File: config.mk
export PLATFORM = sky130hd
export DESIGN_NAME = alu_sequencer
export DESIGN_NICKNAME = d
export VERILOG_FILES = /design/src/rtl/alu_seq_pkg.sv /design/src/rtl/alu_seq_regfile.sv /design/src/rtl/alu_sequencer.sv
export SDC_FILE = /design/constraint.sdc
export NUM_CORES = 1
export LEC_CHECK = 0
export CAP_MARGIN = 20
export CORE_ASPECT_RATIO = 1.25
export CORE_MARGIN = 2
export CORE_UTILIZATION = 45
export DETAILED_ROUTE_END_ITERATION = 8
export HOLD_SLACK_MARGIN = 0.1
export PLACE_DENSITY = 0.78
export SLEW_MARGIN = 15
export SYNTH_ARGS = -nofsm -noshare
export SYNTH_HDL_FRONTEND = slang
export SYNTH_SLANG_ARGS = --single-unit
File: constraint.sdc
create_clock -name clk -period 7.3 [get_ports clk]
set_input_delay 1.46 -clock clk [delete_from_list [all_inputs] [get_ports clk]]
set_output_delay 1.46 -clock clk [all_outputs]
set_load 0.01 [all_outputs]
File: src/rtl/alu_seq_pkg.sv
// Shared opcodes, FSM states and operand routing for the ALU sequencer.
package alu_seq_pkg;

  localparam logic [3:0] OP_MOV  = 4'h0;
  localparam logic [3:0] OP_ADD  = 4'h1;
  localparam logic [3:0] OP_SUB  = 4'h2;
  localparam logic [3:0] OP_NOT  = 4'h3;
  localparam logic [3:0] OP_AND  = 4'h4;
  localparam logic [3:0] OP_OR   = 4'h5;
  localparam logic [3:0] OP_SHL  = 4'h6;
  localparam logic [3:0] OP_SHR  = 4'h7;
  localparam logic [3:0] OP_J    = 4'h8;
  localparam logic [3:0] OP_JAL  = 4'h9;
  localparam logic [3:0] OP_LW   = 4'hA;
  localparam logic [3:0] OP_SW   = 4'hB;
  localparam logic [3:0] OP_BEQ  = 4'hC;
  localparam logic [3:0] OP_BNE  = 4'hD;
  localparam logic [3:0] OP_ADDI = 4'hE;
  localparam logic [3:0] OP_LI   = 4'hF;

  localparam logic [7:0] BUBBLE_INSTR = 8'hA0;

  typedef enum logic [2:0] {
    IDLE,
    FETCH,
    DECODE,
    EXEC,
    MEM,
    WB,
    TRAP
  } state_t;

  typedef struct packed {
    logic [7:0] in0;
    logic [7:0] in1;
  } operands_t;

  // Unary ops see R[rt] on both inputs; immediates come from the rt field.
  function automatic operands_t route_operands(input logic [7:0] instr,
                                               input logic [7:0] rs_val,
                                               input logic [7:0] rt_val);
    operands_t o;
    o.in0 = rs_val;
    o.in1 = rt_val;
    case (instr[7:4])
      OP_MOV, OP_NOT, OP_SHL, OP_SHR: begin
        o.in0 = rt_val;
        o.in1 = rt_val;
      end
      OP_ADDI: o.in1 = {6'b0, instr[1:0]};
      OP_LI: begin
        o.in0 = {6'b0, instr[1:0]};
        o.in1 = 8'h00;
      end
      default: ;
    endcase
    return o;
  endfunction

endpackage

File: src/rtl/alu_seq_regfile.sv
// 4x8 register file: two asynchronous read ports, one synchronous write port.
// Reads see the pre-write value in the write cycle; cleared by async reset.
module alu_seq_regfile (
  input  logic       clk,
  input  logic       rst_n,
  input  logic       we,
  input  logic [1:0] waddr,
  input  logic [7:0] wdata,
  input  logic [1:0] raddr_a,
  output logic [7:0] rdata_a,
  input  logic [1:0] raddr_b,
  output logic [7:0] rdata_b
);

  logic [3:0][7:0] regs;

  always_ff @(posedge clk or negedge rst_n) begin
    if (!rst_n) begin
      regs <= '0;
    end else if (we) begin
      regs[waddr] <= wdata;
    end
  end

  assign rdata_a = regs[raddr_a];
  assign rdata_b = regs[raddr_b];

endmodule

File: src/rtl/alu_sequencer.sv
// Multi-cycle fetch/decode/exec/mem/writeback sequencer for the 8-bit ALU; ALU op 4 cycles, LW/SW 5 minimum.
// Stalls in FETCH/MEM until ack; OVF_TRAP_EN makes an overflowing ADD park in TRAP.
module alu_sequencer
  import alu_seq_pkg::*;
#(
  parameter logic [7:0] PC_RESET = 8'h00,
  parameter int         CNT_W    = 16
) (
  input  logic             clk,
  input  logic             rst_n,
  input  logic             run,
  output logic             imem_req,
  output logic [7:0]       imem_addr,
  input  logic             imem_ack,
  input  logic [7:0]       imem_rdata,
  output logic             dmem_req,
  output logic             dmem_we,
  output logic [7:0]       dmem_addr,
  output logic [7:0]       dmem_wdata,
  input  logic             dmem_ack,
  input  logic [7:0]       dmem_rdata,
  output logic [7:0]       alu_instr,
  output logic [7:0]       alu_in0,
  output logic [7:0]       alu_in1,
  input  logic [7:0]       alu_out,
  input  logic [7:0]       alu_jump,
  input  logic             alu_ovf,
  output logic [7:0]       pc,
  output logic             halted,
  output logic             ovf_sticky,
  output logic [CNT_W-1:0] retired
);

  localparam logic [CNT_W-1:0] CNT_ONE = {{(CNT_W-1){1'b0}}, 1'b1};

  state_t           state_q, state_d;
  logic [7:0]       pc_q, pc_d;
  logic [7:0]       ir_q, ir_d;
  logic             imem_req_q, imem_req_d;
  logic             dmem_req_q, dmem_req_d;
  logic             dmem_we_q, dmem_we_d;
  logic [7:0]       dmem_addr_q, dmem_addr_d;
  logic [7:0]       dmem_wdata_q, dmem_wdata_d;
  logic [7:0]       alu_instr_q, alu_instr_d;
  logic [7:0]       alu_in0_q, alu_in0_d;
  logic [7:0]       alu_in1_q, alu_in1_d;
  logic [7:0]       res_q, res_d;
  logic             jmp_q, jmp_d;
  logic             ovf_sticky_q, ovf_sticky_d;
  logic [CNT_W-1:0] retired_q, retired_d;

  logic [3:0]       op;
  logic [1:0]       rs_sel, rt_sel;
  logic [7:0]       rd_a, rd_b;
  logic             rf_we;
  logic [1:0]       rf_waddr;
  logic [7:0]       rf_wdata;
  logic [7:0]       pc_inc;
  operands_t        ops;

  assign op     = ir_q[7:4];
  assign pc_inc = pc_q + 8'd1;

  // During FETCH the ports are addressed straight from the returning instruction
  // so operands can be registered on the ack edge; branches read R0 in WB.
  always_comb begin
    rs_sel = ir_q[3:2];
    rt_sel = ir_q[1:0];
    if (state_q == FETCH) begin
      rs_sel = imem_rdata[3:2];
      rt_sel = imem_rdata[1:0];
    end else if (state_q == WB && (op == OP_BEQ || op == OP_BNE)) begin
      rt_sel = 2'd0;
    end
  end

  assign ops = route_operands(imem_rdata, rd_a, rd_b);

  alu_seq_regfile u_rf (
    .clk     (clk),
    .rst_n   (rst_n),
    .we      (rf_we),
    .waddr   (rf_waddr),
    .wdata   (rf_wdata),
    .raddr_a (rs_sel),
    .rdata_a (rd_a),
    .raddr_b (rt_sel),
    .rdata_b (rd_b)
  );

  always_comb begin
    state_d      = state_q;
    pc_d         = pc_q;
    ir_d         = ir_q;
    imem_req_d   = imem_req_q;
    dmem_req_d   = dmem_req_q;
    dmem_we_d    = dmem_we_q;
    dmem_addr_d  = dmem_addr_q;
    dmem_wdata_d = dmem_wdata_q;
    alu_instr_d  = alu_instr_q;
    alu_in0_d    = alu_in0_q;
    alu_in1_d    = alu_in1_q;
    res_d        = res_q;
    jmp_d        = jmp_q;
    ovf_sticky_d = ovf_sticky_q;
    retired_d    = retired_q;
    rf_we        = 1'b0;
    rf_waddr     = ir_q[3:2];
    rf_wdata     = res_q;

    case (state_q)
      IDLE: begin
        if (run) begin
          state_d    = FETCH;
          imem_req_d = 1'b1;
        end
      end
      FETCH: begin
        if (imem_req_q && imem_ack) begin
          state_d    = DECODE;
          imem_req_d = 1'b0;
          ir_d       = imem_rdata;
          alu_in0_d  = ops.in0;
          alu_in1_d  = ops.in1;
        end
      end
      DECODE: begin
        alu_instr_d = ir_q;
        state_d     = EXEC;
      end
      EXEC: begin
        alu_instr_d = BUBBLE_INSTR;
        res_d       = alu_out;
        jmp_d       = (alu_jump != 8'h00);
        if (op == OP_ADD && alu_ovf) begin
          ovf_sticky_d = 1'b1;
        end
        if (op == OP_LW || op == OP_SW) begin
          state_d      = MEM;
          dmem_req_d   = 1'b1;
          dmem_we_d    = (op == OP_SW);
          dmem_addr_d  = rd_b;
          dmem_wdata_d = rd_a;
        end else begin
          state_d = WB;
        end
`ifdef OVF_TRAP_EN
        if (op == OP_ADD && alu_ovf) begin
          state_d = TRAP;
        end
`endif
      end
      MEM: begin
        if (dmem_req_q && dmem_ack) begin
          state_d    = WB;
          dmem_req_d = 1'b0;
          dmem_we_d  = 1'b0;
          res_d      = dmem_rdata;
        end
      end
      WB: begin
        retired_d = retired_q + CNT_ONE;
        pc_d      = pc_inc;
        case (op)
          OP_J: begin
            if (jmp_q) pc_d = rd_a;
          end
          OP_JAL: begin
            if (jmp_q) pc_d = rd_a;
            rf_we    = 1'b1;
            rf_waddr = 2'd3;
            rf_wdata = pc_inc;
          end
          OP_BEQ, OP_BNE: begin
            if (jmp_q) pc_d = rd_b;
          end
          OP_SW: ;
          default: rf_we = 1'b1;
        endcase
        if (run) begin
          state_d    = FETCH;
          imem_req_d = 1'b1;
        end else begin
          state_d = IDLE;
        end
      end
      TRAP: ;
      default: state_d = IDLE;
    endcase
  end

  always_ff @(posedge clk or negedge rst_n) begin
    if (!rst_n) begin
      state_q      <= IDLE;
      pc_q         <= PC_RESET;
      ir_q         <= 8'h00;
      imem_req_q   <= 1'b0;
      dmem_req_q   <= 1'b0;
      dmem_we_q    <= 1'b0;
      dmem_addr_q  <= 8'h00;
      dmem_wdata_q <= 8'h00;
      alu_instr_q  <= BUBBLE_INSTR;
      alu_in0_q    <= 8'h00;
      alu_in1_q    <= 8'h00;
      res_q        <= 8'h00;
      jmp_q        <= 1'b0;
      ovf_sticky_q <= 1'b0;
      retired_q    <= '0;
    end else begin
      state_q      <= state_d;
      pc_q         <= pc_d;
      ir_q         <= ir_d;
      imem_req_q   <= imem_req_d;
      dmem_req_q   <= dmem_req_d;
      dmem_we_q    <= dmem_we_d;
      dmem_addr_q  <= dmem_addr_d;
      dmem_wdata_q <= dmem_wdata_d;
      alu_instr_q  <= alu_instr_d;
      alu_in0_q    <= alu_in0_d;
      alu_in1_q    <= alu_in1_d;
      res_q        <= res_d;
      jmp_q        <= jmp_d;
      ovf_sticky_q <= ovf_sticky_d;
      retired_q    <= retired_d;
    end
  end

  assign imem_req   = imem_req_q;
  assign imem_addr  = pc_q;
  assign dmem_req   = dmem_req_q;
  assign dmem_we    = dmem_we_q;
  assign dmem_addr  = dmem_addr_q;
  assign dmem_wdata = dmem_wdata_q;
  assign alu_instr  = alu_instr_q;
  assign alu_in0    = alu_in0_q;
  assign alu_in1    = alu_in1_q;
  assign pc         = pc_q;
  assign halted     = (state_q == IDLE) || (state_q == TRAP);
  assign ovf_sticky = ovf_sticky_q;
  assign retired    = retired_q;

endmodule
==> metrics.txt <==
depth of the CTS H-tree 4; share of the core filled with cells in the final layout 0.6109; worst hold margin 471.2 ps; portion of the clock cycle consumed by the worst path in the final layout 0.4903; core footprint roughly 0.013 mm²; class of the most critical hold timing path flop to flop; cell row count 46; Crit Path Class flop to output port; area after detailed placement between 0.007 and 0.008 mm²; worst endpoint data arrival time 2120 ps; number of enable flip-flop cells after synthesis 0; headroom to the max-slew limit 0.2874; final antenna diode count 0; via count of the first global-routing pass 4963; Max IR drop VDD 212.5 µV; via count 4763; clock-pin slew of the registers on the worst-case setup and hold paths 50 ps; number of max-slew violations in the final report 0; Routed wire per std cell ~19 µm; count of buffers inserted at the top-level ports between 100 and 150; leading cell types by total area after synthesis dfrtp_1 50%, mux2_2 9.4%, mux2i_1 7.5%; transition time at the pin with the least slew margin 1067 ps; share of layout cells above drive strength 1 0.1547; effective utilization at floorplan 0.4618; Setup WS pre-CTS between 3000 and 4000 ps; Final Routed Wirelength 15940 µm; number of setup buffers added after CTS 0; top flip-flop cell by instance count after synthesis dfrtp_1; final-stage net count between 600 and 700; overall global routing resource usage 0.2367; detailed router's first-iteration violation count 333; total congestion overflow after global routing 0; most frequent cells after synthesis 118 x dfrtp_1, 72 x nand2_1, 49 x mux2_2; first-pass GRT wire length 25850 µm; count of hold-fix buffers inserted at cts 0; IO Pins 115; total CTS buffers 17; post-synth top area cell dfrtp_1; unrepaired setup endpoints after global routing no; CTS tree yes; post-CTS resize count 0; final count of negative-setup-slack endpoints 0; final hold vios 0; Static Leak about 3.5 nW; kind of end point of the critical path output port; post-synthesis instance area 0.005901 mm²; crit start category flop; floorplan die height ~130 µm; cells after synthesis around 530; setup slack after layout 3721 ps; most common cell in the synthesized netlist dfrtp_1; Synthesis Warnings 0; post-layout instance area 0.007806 mm²; Clk Latency, worst-skew pair 410 ps; flip-flop and latch count after synthesis 120; Unique masters post-synth 54; required time reported for the critical path endpoint 5840 ps; area enclosed by the die boundary 0.01405 mm²; FMAX 279.4 MHz; Post-Synthesis Net Count 573; Setup Total Neg Slack 0 ps; number of clock sinks 120; proportion of register bits with asynchronous set or reset after synthesis 1.000; horizontal die dimension 106.4 µm; sequential share of the synthesized area 0.5093; Avg Inst Size Synth 11.07 µm²; areal power density over the cells between 400 and 500 mW/mm²; total iterations of the first detailed-routing run 5; number of maximum-capacitance violations 0; final weighted congestion in routability-driven placement 0.9161; vias per std cell 5.801; result of the run complete, no violations; post-DP HPWL about 11000 µm; final setup skew 6.551 ps; Layout Area Growth over Synthesis 32.29%; DRC Markers 0; top fanout value on the critical path 13; number of buffers on the longest clock path 2; fraction of post-synthesis cell area in the top cell type by area 0.5004; final critical-path required period 3579 ps; CTS root buf clkbuf_16; initial antenna violation count 0; Detail Route Antenna Nets 0; largest net degree at the start of global routing 69
kinds of logic (layout without fill, tap and decap cells):
family,Yosys count,count (layout),share of synthesized area
AO/OA/AOI/OAI,101,101,0.1103
XOR/XNOR,22,22,0.03266
adder cells (fa/ha/maj),2,2,0.004240
buffers and inverters,38,158,0.03159
flip-flops,120,120,0.5093
multiplexers,99,99,0.1911
AND/OR/NAND/NOR,151,151,0.1209
stage by stage:
step | std cells | power, mW
2_1_floorplan | 533 | 1.951
3_3_place_gp | 789 | 2.464
3_5_place_dp | 789 | 2.520
4_1_cts | 821 | 3.503
5_1_grt | 821 | 3.684
6_report | 821 | 3.501
flip-flops by register name (all words and copies together) (netlist names):
signal      cells
dmem_wdata      8
jmp_q           1
dmem_we         1
res_q           8
state_q         3
imem_req        1
alu_in0         8
alu_in1         8
ovf_sticky      1
dmem_addr       8
alu_instr       8
retired        16
u_rf.regs      32
imem_addr       8
dmem_req        1
ir_q            8
worst paths after layout:
path	from	endpoint	slack [ps]	depth (start not counted)
max in group asynchronous	rst_n	dmem_wdata[0]$_DFFE_PN0P_	4900	2
hold reg to reg	alu_in0[4]$_DFFE_PN0P_	alu_in0[4]$_DFFE_PN0P_	470	2
setup reg to reg	state_q[1]$_DFFE_PN0P_	u_rf.regs[3]$_DFFE_PN0P_	4410	5
setup / recovery	state_q[1]$_DFFE_PN0P_	halted	3720	4
hold / removal	alu_in0[4]$_DFFE_PN0P_	alu_in0[4]$_DFFE_PN0P_	470	2
min in group asynchronous	rst_n	alu_instr[1]$_DFFE_PN0P_	1080	1
cell type report:
type	count	area, µm²
clock buffers	20	466.7
clock inverters	12	220.2
fillers	1014	4971
inverters	9	33.78
multi-input cells	375	2709
flip-flops and latches	120	3005
well taps	168	210.2
repair buffers	117	1161
layer usage:
layer / track usage / wire length (µm)
met5: 0 / 0
met4: 0.1075 / 439
met3: 0.04647 / 886
met2: 0.4085 / 8315
met1: 0.2846 / 6299
where the power goes:
| group | switching [mW] | total [mW] | internal [mW] |
|---|---|---|---|
| Combinational | 0.687 | 1.36 | 0.677 |
| Clock | 0.296 | 0.962 | 0.666 |
| Sequential | 0.275 | 1.17 | 0.899 |
| Total | 1.26 | 3.50 | 2.24 |
cells in the final DEF, fill, tap and decap left out, types with 6 or more instances in the layout:
cell,count
nand3_1,12
inv_1,8
bufinv_16,6
a221oi_1,6
o21ai_0,34
clkbuf_16,17
xnor2_1,14
a21oi_1,19
clkdlybuf4s50_1,113
nor2_1,32
a22o_1,7
nand2_1,72
mux2i_1,44
mux2_2,49
xor2_1,8
a22oi_1,7
a31oi_1,8
dfrtp_1,118
critical path, cell delays in order (launching register included):
cell	delay, ps
dfrtp_1	630
inv_1	130
nor2_1	340
nor3_1	100
clkdlybuf4s50_1	500
No activity file was read; power rests on OpenSTA's default activity.
